<file path="src/rtl/template_pkg.sv">
// Cell template codes shared by the tetromino row streamer and its users.
package template_pkg;
  localparam logic [1:0] BLACK = 2'd0;
  localparam logic [1:0] WHITE = 2'd1;
  localparam logic [1:0] LIGHT = 2'd2;
  localparam logic [1:0] DARK  = 2'd3;
endpackage

</file>
<file path="src/rtl/tetromino_row_streamer.sv">
// Streams a rotated, cropped tetromino as WIN rows of occupancy plus per-cell templates.
// Optional horizontal mirroring is compiled in with the TETROMINO_MIRROR_EN macro.
module tetromino_row_streamer
  import template_pkg::*;
#(
  parameter int WIN = 4,
  parameter int TW  = 2
) (
  input  logic                   clk,
  input  logic                   reset_n,
  input  logic                   req_valid,
  output logic                   req_ready,
  input  logic [2:0]             piece_id,
  input  logic [1:0]             rot_cmd,
  input  logic [2:0]             crop_left,
  input  logic [2:0]             crop_top,
  input  logic                   mirror,
  output logic                   row_valid,
  input  logic                   row_ready,
  output logic [WIN-1:0]         row_data,
  output logic [WIN*TW-1:0]      row_template,
  output logic [$clog2(WIN)-1:0] row_idx,
  output logic                   row_last,
  output logic [1:0]             rot_state,
  output logic                   bad_piece
);
  localparam int IW = $clog2(WIN);
  localparam logic [TW-1:0] C_BLACK = TW'(BLACK);
  localparam logic [TW-1:0] C_WHITE = TW'(WHITE);
  localparam logic [TW-1:0] C_LIGHT = TW'(LIGHT);
  localparam logic [TW-1:0] C_DARK  = TW'(DARK);

  typedef enum logic [1:0] {IDLE = 2'd0, LOOKUP = 2'd1, STREAM = 2'd2} state_t;

  // Rows packed top-first: row 0 in [15:12], bit 3 of each nibble is the leftmost column.
  function automatic logic [15:0] shape_rows(input logic [2:0] p, input logic [1:0] r);
    logic [15:0] s;
    case (p)
      3'd0: s = 16'h0066;
      3'd1: s = r[0] ? 16'h2222 : 16'h0F00;
      3'd2: s = r[0] ? 16'h0132 : 16'h0063;
      3'd3: s = r[0] ? 16'h0231 : 16'h0036;
      3'd4: begin
        case (r)
          2'd0:    s = 16'h0072;
          2'd1:    s = 16'h0262;
          2'd2:    s = 16'h0270;
          default: s = 16'h0232;
        endcase
      end
      3'd5: begin
        case (r)
          2'd0:    s = 16'h0071;
          2'd1:    s = 16'h0226;
          2'd2:    s = 16'h0470;
          default: s = 16'h0322;
        endcase
      end
      3'd6: begin
        case (r)
          2'd0:    s = 16'h0074;
          2'd1:    s = 16'h0622;
          2'd2:    s = 16'h0170;
          default: s = 16'h0223;
        endcase
      end
      default: s = 16'h0000;
    endcase
    return s;
  endfunction

  // Orientation count minus one; counts are powers of two so masking is the modulo.
  function automatic logic [1:0] orient_mask(input logic [2:0] p);
    logic [1:0] m;
    case (p)
      3'd0:                m = 2'd0;
      3'd1, 3'd2, 3'd3:    m = 2'd1;
      3'd4, 3'd5, 3'd6:    m = 2'd3;
      default:             m = 2'd0;
    endcase
    return m;
  endfunction

  function automatic logic [1:0] next_rot(input logic [1:0] r, input logic [1:0] cmd,
                                          input logic [1:0] m);
    logic [1:0] n;
    case (cmd)
      2'b01:   n = (r + 2'd1) & m;
      2'b10:   n = (r - 2'd1) & m;
      2'b11:   n = 2'd0;
      default: n = r;
    endcase
    return n;
  endfunction

  function automatic logic [TW-1:0] tcode_of(input logic [2:0] p);
    logic [TW-1:0] c;
    case (p)
      3'd0, 3'd1, 3'd4: c = C_WHITE;
      3'd2, 3'd6:       c = C_LIGHT;
      3'd3, 3'd5:       c = C_DARK;
      default:          c = C_BLACK;
    endcase
    return c;
  endfunction

  // Shape sits in the bottom four rows; crop_top selects a lower source row, crop_left shifts left.
  function automatic logic [WIN-1:0] build_row(input logic [15:0] shape, input logic [2:0] cl,
                                               input logic [2:0] ct, input int idx);
    int             src;
    logic [1:0]     k;
    logic [3:0]     nib;
    logic [WIN-1:0] r;
    src = idx + int'(ct);
    r   = '0;
    if (src >= WIN - 4 && src < WIN) begin
      k = 2'(src - (WIN - 4));
      case (k)
        2'd0:    nib = shape[15:12];
        2'd1:    nib = shape[11:8];
        2'd2:    nib = shape[7:4];
        default: nib = shape[3:0];
      endcase
      r = WIN'(nib) << cl;
    end
    return r;
  endfunction

  function automatic logic [WIN*TW-1:0] build_tpl(input logic [WIN-1:0] row,
                                                  input logic [TW-1:0] code);
    logic [WIN*TW-1:0] t;
    logic [WIN-1:0]    rr;
    t  = '0;
    rr = row;
    for (int i = 0; i < WIN; i++) begin
      t  = {t[WIN*TW-TW-1:0], (rr[WIN-1] ? code : C_BLACK)};
      rr = rr << 1;
    end
    return t;
  endfunction

  state_t            state_q, state_d;
  logic [2:0]        piece_q, piece_d;
  logic [2:0]        crop_l_q, crop_l_d;
  logic [2:0]        crop_t_q, crop_t_d;
  logic [1:0]        rot_q, rot_d;
  logic [15:0]       shape_q, shape_d;
  logic [TW-1:0]     tcode_q, tcode_d;
  logic [IW-1:0]     row_idx_q, row_idx_d;
  logic [WIN-1:0]    row_data_q, row_data_d;
  logic [WIN*TW-1:0] row_tpl_q, row_tpl_d;
  logic              bad_q, bad_d;
  logic [15:0]       lk_shape_s;
  logic [WIN-1:0]    next_row_s;

`ifdef TETROMINO_MIRROR_EN
  function automatic logic [3:0] rev4(input logic [3:0] n);
    return {n[0], n[1], n[2], n[3]};
  endfunction

  logic mirror_q, mirror_d;

  always_comb begin
    mirror_d = (state_q == IDLE && req_valid) ? mirror : mirror_q;
  end

  always_ff @(posedge clk or negedge reset_n) begin
    if (!reset_n) mirror_q <= 1'b0;
    else          mirror_q <= mirror_d;
  end

  always_comb begin
    lk_shape_s = shape_rows(piece_q, rot_q);
    if (mirror_q) begin
      lk_shape_s = {rev4(lk_shape_s[15:12]), rev4(lk_shape_s[11:8]),
                    rev4(lk_shape_s[7:4]), rev4(lk_shape_s[3:0])};
    end else begin
      lk_shape_s = shape_rows(piece_q, rot_q);
    end
  end
`else
  logic unused_mirror_s;
  assign unused_mirror_s = mirror;

  always_comb begin
    lk_shape_s = shape_rows(piece_q, rot_q);
  end
`endif

  always_comb begin
    state_d    = state_q;
    piece_d    = piece_q;
    crop_l_d   = crop_l_q;
    crop_t_d   = crop_t_q;
    rot_d      = rot_q;
    shape_d    = shape_q;
    tcode_d    = tcode_q;
    row_idx_d  = row_idx_q;
    row_data_d = row_data_q;
    row_tpl_d  = row_tpl_q;
    bad_d      = 1'b0;
    next_row_s = '0;
    case (state_q)
      IDLE: begin
        if (req_valid) begin
          piece_d  = piece_id;
          crop_l_d = crop_left;
          crop_t_d = crop_top;
          bad_d    = (piece_id == 3'd7);
          rot_d    = (piece_id == 3'd7) ? rot_q : next_rot(rot_q, rot_cmd, orient_mask(piece_id));
          state_d  = LOOKUP;
        end else begin
          state_d = IDLE;
        end
      end
      LOOKUP: begin
        next_row_s = build_row(lk_shape_s, crop_l_q, crop_t_q, 0);
        shape_d    = lk_shape_s;
        tcode_d    = tcode_of(piece_q);
        row_idx_d  = '0;
        row_data_d = next_row_s;
        row_tpl_d  = build_tpl(next_row_s, tcode_of(piece_q));
        state_d    = STREAM;
      end
      STREAM: begin
        if (row_ready) begin
          if (row_idx_q == IW'(WIN - 1)) begin
            state_d    = IDLE;
            row_idx_d  = '0;
            row_data_d = '0;
            row_tpl_d  = {WIN{C_BLACK}};
          end else begin
            next_row_s = build_row(shape_q, crop_l_q, crop_t_q, int'(row_idx_q) + 1);
            row_idx_d  = row_idx_q + IW'(1);
            row_data_d = next_row_s;
            row_tpl_d  = build_tpl(next_row_s, tcode_q);
          end
        end else begin
          state_d = STREAM;
        end
      end
      default: state_d = IDLE;
    endcase
  end

  always_ff @(posedge clk or negedge reset_n) begin
    if (!reset_n) begin
      state_q    <= IDLE;
      piece_q    <= 3'd0;
      crop_l_q   <= 3'd0;
      crop_t_q   <= 3'd0;
      rot_q      <= 2'd0;
      shape_q    <= 16'h0000;
      tcode_q    <= C_BLACK;
      row_idx_q  <= '0;
      row_data_q <= '0;
      row_tpl_q  <= {WIN{C_BLACK}};
      bad_q      <= 1'b0;
    end else begin
      state_q    <= state_d;
      piece_q    <= piece_d;
      crop_l_q   <= crop_l_d;
      crop_t_q   <= crop_t_d;
      rot_q      <= rot_d;
      shape_q    <= shape_d;
      tcode_q    <= tcode_d;
      row_idx_q  <= row_idx_d;
      row_data_q <= row_data_d;
      row_tpl_q  <= row_tpl_d;
      bad_q      <= bad_d;
    end
  end

  assign req_ready    = (state_q == IDLE);
  assign row_valid    = (state_q == STREAM);
  assign row_last     = (state_q == STREAM) && (row_idx_q == IW'(WIN - 1));
  assign row_data     = row_data_q;
  assign row_template = row_tpl_q;
  assign row_idx      = row_idx_q;
  assign rot_state    = rot_q;
  assign bad_piece    = bad_q;

endmodule

</file>
<file path="config.mk">
export PLATFORM = sky130hd
export DESIGN_NAME = tetromino_row_streamer
export DESIGN_NICKNAME = d
export VERILOG_FILES = /design/src/rtl/template_pkg.sv /design/src/rtl/tetromino_row_streamer.sv
export SDC_FILE = /design/constraint.sdc
export NUM_CORES = 1
export LEC_CHECK = 0
export CORE_MARGIN = 4
export CORE_UTILIZATION = 33
export DETAILED_ROUTE_END_ITERATION = 16
export HOLD_SLACK_MARGIN = 0.12
export RECOVER_POWER = 50
export SKIP_LAST_GASP = 1
export SYNTH_ARGS = -nofsm -noshare
export SYNTH_HDL_FRONTEND = slang
export SYNTH_SLANG_ARGS = --single-unit
</file>
<file path="constraint.sdc">
create_clock -name clk -period 8 [get_ports clk]
set_clock_uncertainty 0.1 [all_clocks]
set_input_delay 1.2 -clock clk [delete_from_list [all_inputs] [get_ports clk]]
set_output_delay 1.2 -clock clk [all_outputs]
set_load 0.03 [all_outputs]
</file>
# After elaboration in Yosys (flattened, before gate mapping)
# Index checks and enable logic that the tools add are counted.
# totals
out_inout_bits,20
elab_cells,119
inputBits,16
reg_bits,46
# classes
n_mux,49
n_reduce_logical,18
shift,2
bitwise_logic,3
eq_ne,27
order_cmp,4
n_addsub,5
# op_table
cell,count
$pmux 16 s7,1
$pmux 11 s3,2
$mux 4,14
$pmux 10 s3,1
$mux 2,14
$pmux 4 s3,2
$eq 3x3->1 const B,7
$pmux 2 s3,3
$mux 8,2
$pmux 8 s2,1
$eq 2x2->1 const B,7
$mux 14,1
$eq 3x2->1 const B,4
$eq 2x1->1 const B,5
$mux 10,1
$mux 9,1
$reduce_or 3->1,3
$logic_not 2->1,4
$pmux 2 s2,2
$pmux 4 s2,1
$shl 4x3->4,2
$eq 3x1->1 const B,2
$add 2x1->2 const B,2
$add 3x3->4,1
18 further kinds,25

# Longest topological paths before layout
# logic_depth
word_depth,17
mapped_depth,9
depth_no_buf,9

# Worst setup path after synthesis
# No wires, ideal clock.
# synth_timing
kind,register to output
start,register state_q[0]
end,output port row_last
n_path_buf,1
required_ns,6.700
path_stages_with_launch,4
arrival_time_ns,1.448
setup_slack_ns,5.252
cell_sequence,dfrtp_1 -> clkbuf_1 -> nor2_1 -> and2_1
# synth_via
elab_chain_len,2
# synth_rtl
element,line,text
start: declaration,tetromino_row_streamer.sv:142,"state_t state_q, state_d;"
start signal: assignment,tetromino_row_streamer.sv:260,state_q <= state_d;
$eq 2x2->1,-,
via row_valid,tetromino_row_streamer.sv:18,"output logic row_valid,"
$logic_and 1x1->1,tetromino_row_streamer.sv:276,assign row_last = (state_q == STREAM) && (row_idx_q == IW'(WIN - 1));
end: declaration,tetromino_row_streamer.sv:23,"output logic row_last,"
# The timed path passes the listed nets, and every way through them passes these cells.

# Worst setup path in the final report
# layout_timing
start,register state_q[1]
end,output port row_last
# layout_via
elab_chain_len,2
# layout_rtl
element,line
$eq 2x2->1,tetromino_row_streamer.sv:276
$logic_and 1x1->1,tetromino_row_streamer.sv:276
# Every way passes these cells.

==> impl_metrics.yaml <==
outcome:
  status: "finished, violations left"
  violations: "max-capacitance violations, max-slew violations"
worst_setup_path:
  endpoint_kind: "output port"
  worst-setup-path-type: "reg2out"
  timing.rr.start: "crop_t_q[0]"
  worst-path-max-fanout: 6
  rr_worst_depth: 7
  cp.required_ns: 6.70
  cp-start-kind: "register"
  setup.worst_path.end: "row_last"
  worstPathArrival_ns: 1.95
  reg2reg_slack_ns: 5.11
  timing.rr.end: "row_template[6]"
  startpoint: "state_q[1]"
clock_network:
  cts-resized-gates: 0
  worstSkewPairLatency_ns: 0.30
  htree_levels: 2
  clock_path_buffers: 2
  path_clk_slew_ns: 0.08
  post_cts_buffers: 0
  cts-root-buf: "clkbuf_8"
  cts_hold_buffers: 0
  cts_buffers: 5
  clock_sinks: 41
  cts_tree: "yes"
yosys:
  yosys_warnings: 0
  syn_nets: 328
  avgSynthCellArea_um2: 8.900
  synth_top_family_by_area: "compound AO/OA/AOI/OAI gates"
  synth-seq-cells: 41
  synth_cell_types: 58
  synth_edf_count: 0
  synth_compound_area_share_pct: 22.98
  synthArstFlopShare_pct: 100.0
  synth_ff_type: "dfrtp_1"
  syn_inst: 301
  synth_xor_area_share_pct: 0.3270
  synth_fa_ha_area_share_pct: 5.418
  synthSimpleGateAreaFrac_pct: 20.88
  synth_area_mm2: 0.002679
  ys_seq_area_share_pct: 38.30
  synth_top_cell_area_share_pct: 38.30
  synth_mux_area_share_pct: 6.913
  netlist_top_cells_area: "dfrtp_1, nand2_1, ha_1"
  yosysTopAreaCell: "dfrtp_1"
pwr:
  ir_drop_uv: 165.2
  power.total_mw: 1.357
  power.leakage_nw: 1.312
  p_per_area_mw_per_mm2: 431.5
layout:
  design_area_mm2: 0.003144
  nets: 349
  diodes: 0
  final_cells: 425
  area_growth_pct: 17.38
  fill_cells: 810
  fin_util_pct: 40.27
  layout-drive-gt1-share_pct: 8.669
floorplan:
  die_y_um: 98.10
  dieArea_mm2: 0.009623
  pin_count: 36
  die_w_um: 98.10
  start_util_pct: 34.31
  coreArea_mm2: 0.007807
  core.rowCount: 32
sta:
  hold_violations: 0
  setup_slack_ns: 4.748
  fmax_mhz: 307.5
  period_share_pct: 40.65
  slew_viol_final: 42
  rsz0062_at_grt: "no"
  tns_ns: 0
  worst_pin_slew_ns: 2.262
  slew_headroom_pct: -50.78
  setup-violations-final: 0
  post-route-min-period_ns: 3.252
  hold_ws_ns: 0.3804
grt:
  grt_pass1_wl_um: 10920
  grt.total_usage_pct: 13.93
  grt_antenna_before_repair: 0
  grt_max_degree: 42
  grt_pass1_vias: 2154
  grt-ovfl-total: 0
placement:
  gp_congestion: 0.8727
  place_inst: 417
  place_area_mm2: 0.003040
  portBuffers: 34
  post-place-ws_ns: 4.848
  place_hpwl_um: 4750
routing:
  wl_um: 6437
  top_layer: "met4"
  num_vias: 2272
  wl_met1_um: 3033
  drc: 0
  wl_met2_um: 3036
  ant_nets: 0
  firstDrtPassIters: 4
  wl_met3_um: 304
  first_iter_violations: 132
  wl_per_cell_um: 15.15
  via_per_inst: 5.346
job:
  drv_cap: 1
worst_hold_path:
  min_from: "shape_q[6]"
  hold_path_class: "reg2reg"
-- worst max-delay path, stage by stage (launching register included) --
cell,delay [ns]
dfrtp_1,0.41
inv_2,0.08
nor2_1,0.31
and2_1,0.19
clkdlybuf4s50_1,0.67
-- sequential cells by signal (all words and copies together), names as in the netlist, 3 cells and up --
register,flops
crop_l_q,3
crop_t_q,3
piece_q,3
row_data,4
row_template,8
shape_q,11
-- worst min-delay path by stage --
stage	endpoint	slack (ns)	depth (start not counted)
5_1_grt	shape_q[4]	0.39	2
2_1_floorplan	shape_q[13]	0.34	2
4_1_cts	shape_q[6]	0.39	2
3_3_place_gp	shape_q[6]	0.36	2
3_5_place_dp	shape_q[6]	0.36	2
6_report	shape_q[6]	0.38	2
-- power breakdown --
group          total (mW)  internal [mW]  switching (mW)
registers           0.426          0.292           0.134
logic               0.774          0.328           0.446
clock network       0.156         0.0797          0.0767
-- cell families (layout without fill, tap and decap cells) --
group	count (synthesis)	after routing
xor+xnor	1	1
mux	14	14
simple gates	118	118
fa+ha+maj	11	11
compound gates	86	86
buf+inv	30	52
flops	41	41
-- cell usage after synthesis (2+ instances only) --
library cell and n:
o32ai_1 2, a21o_1 2, nand2_1 52, a21oi_1 15, clkbuf_1 9, nor2_1 22, a32oi_1 2, a31o_1 2
nor2b_1 7, nand3_1 4, mux2_2 6, a211oi_1 5, buf_6 2, o21ai_1 4, buf_2 9, o21ai_0 22
inv_1 9, o22a_1 3, dfrtp_1 41, ha_1 10, mux4_2 3, o211ai_2 3, o31ai_1 2, a2bb2oi_1 2
nor4_1 3, and2_1 3, and3_1 3, mux2i_1 5, o22ai_1 5, nor3_1 7, nand2b_1 8, a22oi_1 3
-- cell usage in the layout (no fill, tap or decap), drive strengths merged, types with 4 or more instances in the layout --
cell and count:
mux2 6, nand2 52, o22ai 5, clkdlybuf4s50 32, nor2b 7, inv 11, clkbuf 8, nor2 23
a211oi 5, nor3 7, ha 10, nand3 4, nand2b 8, o21ai 26, mux2i 5, a21oi 15
dfrtp 41
-- layer usage --
metal | vias to the layer above | GRT usage, %
li1 | 1124 | -
met1 | 1081 | 18.83
met2 | 60 | 22.46
met3 | 7 | 3.286
met4 | 0 | 3.621
met5 | - | 0
-- layout make-up --
type	instances	area (um2)	area share [%]
Multi-Input combinational cell	230	1514	48.15
Sequential cell	41	1026	32.63
Timing Repair Buffer	34	334.1	10.62
Tap cell	102	127.6	4.059
Clock buffer	7	96.34	3.064
Inverter	10	37.54	1.194
Clock inverter	1	8.758	0.2786
Power figures use the tool's default switching activity.
